$ cat src/rtl/slot_regs_pkg.sv
// -----------------------------------------------------------------------------
// slot_regs_pkg
// Shared definitions for the slot interrupt controller:
//   - N_SLOTS       : number of I/O slots the register map is laid out for
//   - *_OFS         : base offsets of the per-slot register banks and vector
//   - arb_state_e   : arbiter FSM state encoding
// -----------------------------------------------------------------------------
package slot_regs_pkg;

    localparam int N_SLOTS = 8;

    // Each per-slot bank spans N_SLOTS consecutive addresses from its base.
    localparam logic [7:0] MASK_OFS  = 8'h20;
    localparam logic [7:0] CLEAR_OFS = 8'h28;
    localparam logic [7:0] PEND_OFS  = 8'h30;
    localparam logic [7:0] VEC_OFS   = 8'h38;

    // Bit position of the irq flag inside the vector register.
    localparam int VEC_IRQ_BIT = 15;

    typedef enum logic [1:0] {
        ST_IDLE  = 2'd0,
        ST_GRANT = 2'd1,
        ST_HOLD  = 2'd2
    } arb_state_e;

endpackage

$ cat src/rtl/slot_rr_arbiter.sv
// -----------------------------------------------------------------------------
// slot_rr_arbiter
// Combinational round-robin search: returns the first asserted request
// starting at (ptr + 1) and wrapping, so the slot at ptr has lowest priority.
// N_REQ must be a power of two (the index arithmetic wraps naturally).
//
// Ports:
//   req     in  N_REQ   request vector (one bit per slot)
//   ptr     in  IDX_W   last served index
//   gnt_idx out IDX_W   selected index (0 when gnt_vld=0)
//   gnt_vld out 1       at least one request is asserted
// -----------------------------------------------------------------------------
module slot_rr_arbiter #(
    parameter int N_REQ = slot_regs_pkg::N_SLOTS,
    parameter int IDX_W = $clog2(N_REQ)
) (
    input  logic [N_REQ-1:0] req,
    input  logic [IDX_W-1:0] ptr,
    output logic [IDX_W-1:0] gnt_idx,
    output logic             gnt_vld
);

    logic [IDX_W-1:0] cand;

    always_comb begin
        gnt_idx = '0;
        gnt_vld = 1'b0;
        cand    = '0;
        // Offset N_REQ wraps back to ptr itself, giving it the last chance.
        for (int i = 1; i <= N_REQ; i++) begin
            cand = ptr + IDX_W'(i);
            if (!gnt_vld && req[cand]) begin
                gnt_vld = 1'b1;
                gnt_idx = cand;
            end
        end
    end

endmodule

$ cat src/rtl/slot_irq_ctrl.sv
// -----------------------------------------------------------------------------
// slot_irq_ctrl
// Edge-triggered per-slot interrupt collector with a register interface and a
// round-robin arbiter that raises a single host irq for one slot at a time.
//
// Ports:
//   sys_clk    in   1               clock, rising edge
//   sys_rst_n  in   1               asynchronous active-low reset
//   slot_in    in   N_SLOTS*DATA_W  synchronised slot pins, slot s at [s*DATA_W +: DATA_W]
//   reg_we     in   1               register write strobe
//   reg_re     in   1               register read strobe
//   reg_addr   in   ADDR_W          register address
//   reg_wdata  in   DATA_W          write data
//   reg_rdata  out  DATA_W          read data, valid with reg_ack
//   reg_ack    out  1               one-cycle acknowledge, one cycle after a strobe
//   irq        out  1               interrupt request to host
//
// Register map: 0x20+s mask (RW), 0x28+s W1C clear (reads 0),
//               0x30+s pending (RO), 0x38 vector {irq, 12'b0, grant[2:0]}.
//
// Build option: define SLOT_IRQ_BOTHEDGE_EN to latch falling edges as well as
// rising edges into pending; by default only rising edges are latched.
// -----------------------------------------------------------------------------
module slot_irq_ctrl #(
    parameter int N_SLOTS = 8,
    parameter int DATA_W  = 16,
    parameter int ADDR_W  = 8
) (
    input  logic                      sys_clk,
    input  logic                      sys_rst_n,
    input  logic [N_SLOTS*DATA_W-1:0] slot_in,
    input  logic                      reg_we,
    input  logic                      reg_re,
    input  logic [ADDR_W-1:0]         reg_addr,
    input  logic [DATA_W-1:0]         reg_wdata,
    output logic [DATA_W-1:0]         reg_rdata,
    output logic                      reg_ack,
    output logic                      irq
);
    import slot_regs_pkg::*;

    localparam int IDX_W = $clog2(N_SLOTS);

    function automatic logic [ADDR_W-1:0] reg_ofs(input logic [7:0] base, input int s);
        return ADDR_W'(int'(base) + s);
    endfunction

    logic [N_SLOTS-1:0][DATA_W-1:0] mask_q, mask_d;
    logic [N_SLOTS-1:0][DATA_W-1:0] pending_q, pending_d;
    logic [N_SLOTS-1:0][DATA_W-1:0] clr, evt;
    logic [N_SLOTS*DATA_W-1:0]      prev_q, prev_d;
    logic                           prev_vld_q, prev_vld_d;
    logic                           reg_ack_q, reg_ack_d;
    logic [DATA_W-1:0]              rdata_q, rdata_d;
    logic [DATA_W-1:0]              vec;
    logic [N_SLOTS-1:0]             active;

    arb_state_e                     state_q;
    logic [IDX_W-1:0]               grant_q;
    logic [IDX_W-1:0]               ptr_q;
    logic                           irq_q;

    logic [IDX_W-1:0]               arb_idx;
    logic                           arb_vld;

    // Edge detection. prev_vld_q stays low for the first clock after reset so
    // that pins already high at release are absorbed into prev_q silently.
    always_comb begin
        prev_d     = slot_in;
        prev_vld_d = 1'b1;
        evt        = '0;
        if (prev_vld_q) begin
`ifdef SLOT_IRQ_BOTHEDGE_EN
            evt = slot_in ^ prev_q;
`else
            evt = slot_in & ~prev_q;
`endif
        end
    end

    always_comb begin
        vec                 = '0;
        vec[VEC_IRQ_BIT]    = irq_q;
        vec[IDX_W-1:0]      = grant_q;
    end

    // Register decode. A write takes precedence over a simultaneous read and
    // then returns zero data; unmatched addresses fall through to zero.
    always_comb begin
        mask_d    = mask_q;
        clr       = '0;
        rdata_d   = '0;
        reg_ack_d = reg_we | reg_re;
        for (int s = 0; s < N_SLOTS; s++) begin
            if (reg_we && reg_addr == reg_ofs(MASK_OFS, s)) begin
                mask_d[s] = reg_wdata;
            end
            if (reg_we && reg_addr == reg_ofs(CLEAR_OFS, s)) begin
                clr[s] = reg_wdata;
            end
            if (reg_re && !reg_we && reg_addr == reg_ofs(MASK_OFS, s)) begin
                rdata_d = mask_q[s];
            end
            if (reg_re && !reg_we && reg_addr == reg_ofs(PEND_OFS, s)) begin
                rdata_d = pending_q[s];
            end
        end
        if (reg_re && !reg_we && reg_addr == reg_ofs(VEC_OFS, 0)) begin
            rdata_d = vec;
        end
    end

    // New events are OR-ed in after the clear so a coincident set wins.
    always_comb begin
        pending_d = (pending_q & ~clr) | evt;
        for (int s = 0; s < N_SLOTS; s++) begin
            active[s] = |(pending_q[s] & mask_q[s]);
        end
    end

    always_ff @(posedge sys_clk or negedge sys_rst_n) begin
        if (!sys_rst_n) begin
            mask_q     <= '0;
            pending_q  <= '0;
            prev_q     <= '0;
            prev_vld_q <= 1'b0;
            reg_ack_q  <= 1'b0;
            rdata_q    <= '0;
        end else begin
            mask_q     <= mask_d;
            pending_q  <= pending_d;
            prev_q     <= prev_d;
            prev_vld_q <= prev_vld_d;
            reg_ack_q  <= reg_ack_d;
            rdata_q    <= rdata_d;
        end
    end

    slot_rr_arbiter #(
        .N_REQ (N_SLOTS),
        .IDX_W (IDX_W)
    ) u_arb (
        .req     (active),
        .ptr     (ptr_q),
        .gnt_idx (arb_idx),
        .gnt_vld (arb_vld)
    );

    // Arbiter FSM. ptr resets to the last slot so slot 0 is searched first.
    // While in HOLD, new activity on other slots only accumulates in pending.
    always_ff @(posedge sys_clk or negedge sys_rst_n) begin
        if (!sys_rst_n) begin
            state_q <= ST_IDLE;
            grant_q <= '0;
            ptr_q   <= IDX_W'(N_SLOTS - 1);
            irq_q   <= 1'b0;
        end else begin
            case (state_q)
                ST_IDLE: begin
                    if (arb_vld) begin
                        grant_q <= arb_idx;
                        state_q <= ST_GRANT;
                    end
                end
                ST_GRANT: begin
                    irq_q   <= 1'b1;
                    state_q <= ST_HOLD;
                end
                ST_HOLD: begin
                    if (!active[grant_q]) begin
                        irq_q   <= 1'b0;
                        ptr_q   <= grant_q;
                        state_q <= ST_IDLE;
                    end
                end
                default: begin
                    irq_q   <= 1'b0;
                    state_q <= ST_IDLE;
                end
            endcase
        end
    end

    assign reg_ack   = reg_ack_q;
    assign reg_rdata = rdata_q;
    assign irq       = irq_q;

endmodule
$ cat config.mk
export PLATFORM = sky130hd
export DESIGN_NAME = slot_irq_ctrl
export DESIGN_NICKNAME = d
export VERILOG_FILES = /design/src/rtl/slot_regs_pkg.sv /design/src/rtl/slot_rr_arbiter.sv /design/src/rtl/slot_irq_ctrl.sv
export SDC_FILE = /design/constraint.sdc
export NUM_CORES = 1
export LEC_CHECK = 0
export ABC_AREA = 1
export CAP_MARGIN = 25
export CORE_MARGIN = 2
export CORE_UTILIZATION = 50
export CTS_CLUSTER_SIZE = 30
export DETAILED_ROUTE_END_ITERATION = 10
export HOLD_SLACK_MARGIN = 0.03
export PLACE_DENSITY = 0.68
export SLEW_MARGIN = 10
export SYNTH_ARGS = -nofsm -noshare
export SYNTH_HDL_FRONTEND = slang
export SYNTH_SLANG_ARGS = --single-unit
$ cat constraint.sdc
create_clock -name sys_clk -period 3.8 [get_ports sys_clk]
set_input_delay 0.57 -clock sys_clk [delete_from_list [all_inputs] [get_ports sys_clk]]
set_output_delay 0.57 -clock sys_clk [all_outputs]
set_load 0.05 [all_outputs]
==> results of run 1 <==
flip-flops by register name, indices dropped and copies added (netlist names):
signal and flops:
mask_q 128, pending_q 128, prev_q 128, reg_rdata 16, grant_q 3, ptr_q 3
state_q 2, irq 1, prev_vld_q 1, reg_ack 1
final timing paths:
check	from	endpoint	cells after the start
worst max-delay path	reg_addr[5]	reg_rdata[1]$_DFF_PN0_	18
worst min-delay path	sys_rst_n	prev_vld_q$_DFF_PN0_	1
worst max register to register	mask_q[68]$_DFFE_PN0P_	grant_q[2]$_DFFE_PN0P_	17
worst min register to register	prev_q[89]$_DFF_PN0_	pending_q[89]$_DFF_PN0_	3
max in group asynchronous	sys_rst_n	ptr_q[0]$_DFFE_PN1P_	2
min in group sys_clk	slot_in[109]	prev_q[109]$_DFF_PN0_	1
report_power, final:
part | switching (mW) | internal (mW)
logic | 1.24 | 0.686
clock network | 1.81 | 2.51
registers | 0.185 | 4.59
metal layers:
layer	track usage (%)	vias up	wire, µm
li1	-	7442	-
met1	45.4	7708	25800
met2	48.4	664	26100
met4	10.7	2	1920
met5	0	-	13
met3	4.52	121	4130
cells in the final DEF, fill, tap and decap left out, types with 11 or more instances in the layout:
| master | instances |
|---|---|
| clkdlybuf4s50_1 | 172 |
| nand3_1 | 62 |
| a21oi_1 | 65 |
| dfrtp_1 | 408 |
| buf_4 | 55 |
| nor2_1 | 191 |
| inv_2 | 16 |
| inv_1 | 118 |
| nand4_1 | 23 |
| a221oi_1 | 21 |
| nand2_1 | 727 |
| clkbuf_16 | 45 |
| o21ai_0 | 299 |
| o21ai_1 | 18 |
| o211ai_1 | 26 |
| clkinv_2 | 11 |
| nor3_1 | 15 |
cell families (layout without fill, tap and decap cells):
kind of cell | Yosys count | count (layout)
adder cells (fa/ha/maj) | 2 | 2
XOR/XNOR | 3 | 3
other | 1 | 2
AND/OR/NAND/NOR | 1058 | 1058
AO/OA/AOI/OAI | 458 | 458
buffers and inverters | 223 | 451
flip-flops | 411 | 411
area by class of cell:
class | instances | area (µm²)
tap | 461 | 577
clock buffer | 57 | 1230
sequential | 411 | 10300
antenna | 1 | 2.50
inverter | 136 | 513
clock inverter | 22 | 220
multi-input combinational | 1522 | 6880
timing repair buffer | 236 | 2310
fill | 3198 | 13500
per-stage QoR:
step	area, µm²	power [mW]	hold slack (ns)	cells	utilization, %
6_report	22000	11.0	0.0342	2846	61.9
5_1_grt	22000	11.5	0.111	2845	61.9
4_1_cts	22000	11.1	0.0632	2845	61.9
3_5_place_dp	20600	6.76	0.472	2766	57.8
3_3_place_gp	20500	6.72	0.469	2764	57.7
2_1_floorplan	18000	6.02	0.274	2156	-
==> summary.txt, run 1 <==
Die
  • Num ports: 174
  • Die W: 194 µm
  • Starting Density: 50.7%
  • Core area: 35,600 µm²
  • Die area: 37,600 µm²
  • Chip Height: 194 µm
  • Row Count: 69

Detailed routing
  • Pre-Repair DR Iteration Count: 5
  • Drt drc: 0
  • Initial drt markers: 1,494
  • Routed Antenna Nets: 0
  • Wirelength, routed: 58,000 µm
  • Vias per Instance: 5.60
  • Avg WL per Cell: 20.4 µm
  • DR vias: 15,900

Clock network
  • Worst-path clk slew: 0.06 ns
  • Setup Buffers After CTS: 0
  • CTS tree: done
  • Cts bufs inserted: 44
  • Post-CTS Hold Buffers: 0
  • CTS H-tree lvls: 2
  • Clock sink count: 411
  • Clock Latency Late Sink: 0.58 ns
  • Largest buffer count on any clock path: 3
  • Root Driver: clkbuf_16
  • Resize count post-CTS: 0

Timing
  • Final Skew: 0.0136 ns
  • Peak Freq: 0.299 GHz
  • Slew Limit Fails: 0
  • Clock period minus worst slack: 3.34 ns
  • PnR worst setup slack: 0.456 ns
  • Final period util: 88.0%
  • Post-route setup TNS: 0 ns
  • Final hold violation count: 0
  • Relative slew slack: 24.1%
  • Worst-Margin Slew: 1.14 ns
  • RSZ-0062 raised after global routing: no
  • Setup-failing EPs final: 0

Place
  • RePlAce Congestion: 0.946
  • Number of I/O port buffers: 173
  • Pre-CTS WS: -0.0411 ns
  • DP HPWL: 40,800 µm

Setup path
  • CP peak stage delay: 0.56 ns
  • Crit path cell chain: clkdlybuf4s50_1 -> inv_2 -> nor2_2 -> buf_4 -> nand3_2 -> buf_4 -> nor2_1 -> inv_1 -> o21ai_0 -> a2111oi_0 -> buf_4 -> nor2_1 -> a21oi_1 -> nand4_1 -> o21ai_1 -> nand3_1 -> nor2_1 -> o2111ai_1
  • Crit path max-delay family: buffers and inverters
  • Setup Crit Path Kind: primary input to flop
  • Critical path data required time: 4.24 ns
  • Crit path max-delay cell type: a2111oi_0
  • Worst setup SP type: primary input
  • Reg2Reg Setup Slack: 0.77 ns
  • Critical Path End Type: flop
  • Worst Path Buf+Inv: 6
  • Arr. time, crit path: 3.78 ns
  • Crit-path max FO: 10

Yosys
  • Post-synthesis mux area share: 0%
  • Syn Nets: 2,314
  • Top_reg_cell synth: dfrtp_1
  • Compound-Gate Fraction of Synth Area: 14.0%
  • Synth top area share: 56.6%
  • Simple-gate portion of the synthesized area: 23.9%
  • Sequential share of the synthesized area: 57.1%
  • Synthesized area per cell: 8.36 µm²
  • Count leader, synth: nand2_1
  • Post-synthesis instance area: 18,000 µm²
  • XOR/XNOR Fraction of Synth Area: 0.146%
  • Top post-synthesis cells by area: dfrtp_1, nand2_1, o21ai_0
  • Number of synthesized flops with an enable pin: 0
  • Post-synthesis cell count: 2,156
  • Post-synth top area cell: dfrtp_1
  • Main combinational cell family by area after synthesis: simple AND/OR/NAND/NOR gates
  • Count of state elements after synthesis: 411
  • Area share of fa/ha/maj cells after synthesis: 0.139%
  • Netlist cell types: 46
  • Post-synth ARST share: 100%
  • Synth cell count leaders: nand2_1, dfrtp_1, o21ai_0
  • Ys Warns: 0

Global routing
  • Initial antenna violation count: 2
  • Vias in the first global route: 15,600
  • First-pass GRT wire length: 90,700 µm
  • GRT overflow: 0
  • Pin count of the biggest net entering global routing: 100
  • Total Routing Usage GR: 31.2%

Power
  • Power per cell area: 500 nW/µm²
  • Worst VDD drop: 0.000518 V
  • LEAKAGE: 9.57 nW

Cells and area
  • Layout Nets: 2,509
  • Layout cells sized above 1: 7.93%
  • P&R area growth vs syn: 22.1%

Run
  • Max Cap Violations: 0

Min path
  • Worst hold path type: primary input to async pin

Status
  • Outcome: complete, no violations
(Power assumes the default switching activity.)
==> run 2: changes to the inputs <==
--- a/config.mk
+++ b/config.mk
@@ -13,7 +13,6 @@
 export DETAILED_ROUTE_END_ITERATION = 10
 export HOLD_SLACK_MARGIN = 0.03
 export PLACE_DENSITY = 0.68
-export SLEW_MARGIN = 10
 export SYNTH_ARGS = -nofsm -noshare
 export SYNTH_HDL_FRONTEND = slang
 export SYNTH_SLANG_ARGS = --single-unit
==> constraint.sdc (replaced) <==
create_clock -name sys_clk -period 4 [get_ports sys_clk]
set_input_delay 0.6 -clock sys_clk [delete_from_list [all_inputs] [get_ports sys_clk]]
set_output_delay 0.6 -clock sys_clk [all_outputs]
set_load 0.05 [all_outputs]
==> run 2 against run 1 <==
Against the previous run:
- clock skew is 0.011 ns higher
- non-clock buffer count fell by 3
- largest power group unchanged
- core utilization increased by 0.22 points
- clock power about the same
- largest cell class unchanged
- sequential power fell by 5.0%
==> summary.txt, run 2 (synthesized netlist as in run 1, its figures left out) <==
Die
  • Num ports: 174 (unchanged)
  • Die area: 37,600 µm² (unchanged)
  • Chip Height: 194 µm (unchanged)
  • Starting Density: 50.7% (unchanged)
  • Core area: 35,600 µm² (unchanged)
  • Die W: 194 µm (unchanged)
  • Row Count: 69 (unchanged)

Place
  • RePlAce Congestion: 0.953 (+0.81%)
  • DP HPWL: 41,700 µm (+2.1%)
  • Number of I/O port buffers: 173 (unchanged)
  • Pre-CTS WS: 0.0786 ns (+0.120 ns)

Setup path
  • Critical path data required time: 4.49 ns (+0.25 ns)
  • Worst setup SP type: primary input
  • Reg2Reg Setup Slack: 0.84 ns (+0.07 ns)
  • Critical Path End Type: flop
  • R2R Path Start: pending_q[65]$_DFF_PN0_
  • Worst R2R End: grant_q[0]$_DFFE_PN0P_
  • Arr. time, crit path: 3.98 ns (+0.20 ns)
  • Worst Path Buf+Inv: 6 (unchanged)
  • CP most frequent cell: nand2_1
  • Worst path depth: 28 (+10)
  • Setup Crit Path Kind: primary input to flop
  • CP peak stage delay: 0.61 ns (+0.05 ns)
  • Crit path max-delay cell type: clkdlybuf4s50_1
  • Crit path max-delay family: simple AND/OR/NAND/NOR gates
  • Worst R2R Path Depth: 17 (unchanged)
  • CP endpoint: reg_rdata[0]$_DFF_PN0_
  • Critical path origin: reg_addr[5]
  • Crit-path max FO: 10 (unchanged)

Power
  • Worst VDD drop: 0.000502 V (-3.2%)
  • Switching portion of total power: 28.9% (-0.49 points)
  • Pint: 7.61 mW (-2.2%)
  • Clock Power Share: 40.4% (+1.2 points)
  • Net Switching: 3.09 mW (-4.5%)
  • Comb power frac: 17.2% (-0.3 points)
  • Power per cell area: 484 nW/µm² (-3.2%)
  • Pwr Total: 10.7 mW (-2.9%)
  • Sequential group share of total power: 42.4% (-0.9 points)
  • LEAKAGE: 9.58 nW (about the same)

Clock network
  • CTS tree: done
  • Largest buffer count on any clock path: 3 (unchanged)
  • Root Driver: clkbuf_16
  • Cts bufs inserted: 43 (-2.3%)
  • Post-CTS Hold Buffers: 0 (unchanged)
  • Clock Latency Late Sink: 0.58 ns (about the same)
  • Resize count post-CTS: 0 (unchanged)
  • CTS H-tree lvls: 2 (unchanged)
  • Worst-path clk slew: 0.06 ns (about the same)
  • Clock sink count: 411 (unchanged)
  • Setup Buffers After CTS: 0 (unchanged)

Timing
  • Final period util: 87.3%
  • Final hold violation count: 0 (unchanged)
  • Setup-failing EPs final: 0 (unchanged)
  • Worst-Margin Slew: 1.11 ns (-0.0257 ns)
  • Final hold slack: 0.0501 ns (+0.0159 ns)
  • Clock period minus worst slack: 3.49 ns
  • PnR worst setup slack: 0.510 ns (+0.0537 ns)
  • Peak Freq: 0.287 GHz
  • RSZ-0062 raised after global routing: no
  • Post-route setup TNS: 0 ns (unchanged)
  • Final Skew: 0.0244 ns (+0.0107 ns)
  • Slew Limit Fails: 0 (unchanged)
  • Relative slew slack: 25.8% (+1.7 points)

Detailed routing
  • Wirelength, routed: 58,200 µm (+0.39%)
  • Routed Antenna Nets: 0 (unchanged)
  • Avg WL per Cell: 20.4 µm (+0.42%)
  • DR vias: 15,800 (-1.1%)
  • Vias per Instance: 5.54 (-1.1%)
  • Pre-Repair DR Iteration Count: 6 (+1)
  • Initial drt markers: 1,358 (-9.1%)
  • Drt drc: 0 (unchanged)

Cells and area
  • Core Util, Final: 62.1% (+0.22 points)
  • Commonest non-fill, non-tap cell in the layout: nand2_1
  • Layout cells sized above 1: 7.85% (-0.077 points)
  • Layout Nets: 2,505 (-0.16%)
  • P&R area growth vs syn: 22.6%
  • Commonest non-fill, non-tap cells in the layout: nand2_1, dfrtp_1, o21ai_0, nor2_1, clkdlybuf4s50_1
  • Biggest regs: mask_q (128), pending_q (128), prev_q (128)

Run
  • Max Cap Violations: 0 (unchanged)

Status
  • Outcome: complete, no violations

Global routing
  • First-pass GRT wire length: 91,000 µm (+0.30%)
  • Initial antenna violation count: 2 (unchanged)
  • GRT overflow: 0 (unchanged)
  • Total Routing Usage GR: 31.6% (+0.35 points)
  • Vias in the first global route: 15,500 (-0.58%)
  • Pin count of the biggest net entering global routing: 98 (-2.0%)

Min path
  • Worst hold path type: primary input to async pin
## run 2: layout make-up
type,instances,area [µm²]
timing repair buffer,233,2300
multi-input combinational,1522,6880
antenna,2,5.00
clock inverter,24,333
sequential,411,10300
clock buffer,56,1210
tap,461,577
fill,3185,13500
inverter,136,513
## run 2: how the worst min path moves through the flow
stage / start / cells after the start / end
4_1_cts: sys_rst_n / 1 / prev_q[56]$_DFF_PN0_
5_1_grt: sys_rst_n / 1 / prev_q[56]$_DFF_PN0_
3_5_place_dp: prev_q[84]$_DFF_PN0_ / 3 / pending_q[84]$_DFF_PN0_
3_3_place_gp: mask_q[94]$_DFFE_PN0P_ / 2 / mask_q[94]$_DFFE_PN0P_
2_1_floorplan: sys_rst_n / 0 / grant_q[0]$_DFFE_PN0P_
6_report: sys_rst_n / 1 / prev_q[56]$_DFF_PN0_
## run 2: power groups by stage
stage / Clock [mW] / Combinational [mW] / Sequential (mW)
after floorplan: 0 / 1.18 / 4.54
after global placement: 0 / 1.81 / 4.60
after detailed placement: 0 / 1.84 / 4.61
after CTS: 4.39 / 1.85 / 4.53
after global routing: 4.56 / 2.10 / 4.56
final: 4.33 / 1.84 / 4.54
## run 2: per-stage QoR
stage | cells | area (µm²)
final | 2845 | 22100
after global routing | 2843 | 22100
after CTS | 2841 | 22100
after detailed placement | 2761 | 20500
after global placement | 2758 | 20500
after floorplan | 2156 | 18000
## run 2: layer usage
metal / up-vias / global-route usage, % / part of all wire (%)
met5: - / 0 / 0.024
met4: 2 / 12.0 / 3.6
met3: 110 / 6.49 / 7.9
met2: 593 / 47.8 / 45
met1: 7612 / 45.2 / 44
li1: 7442 / - / -
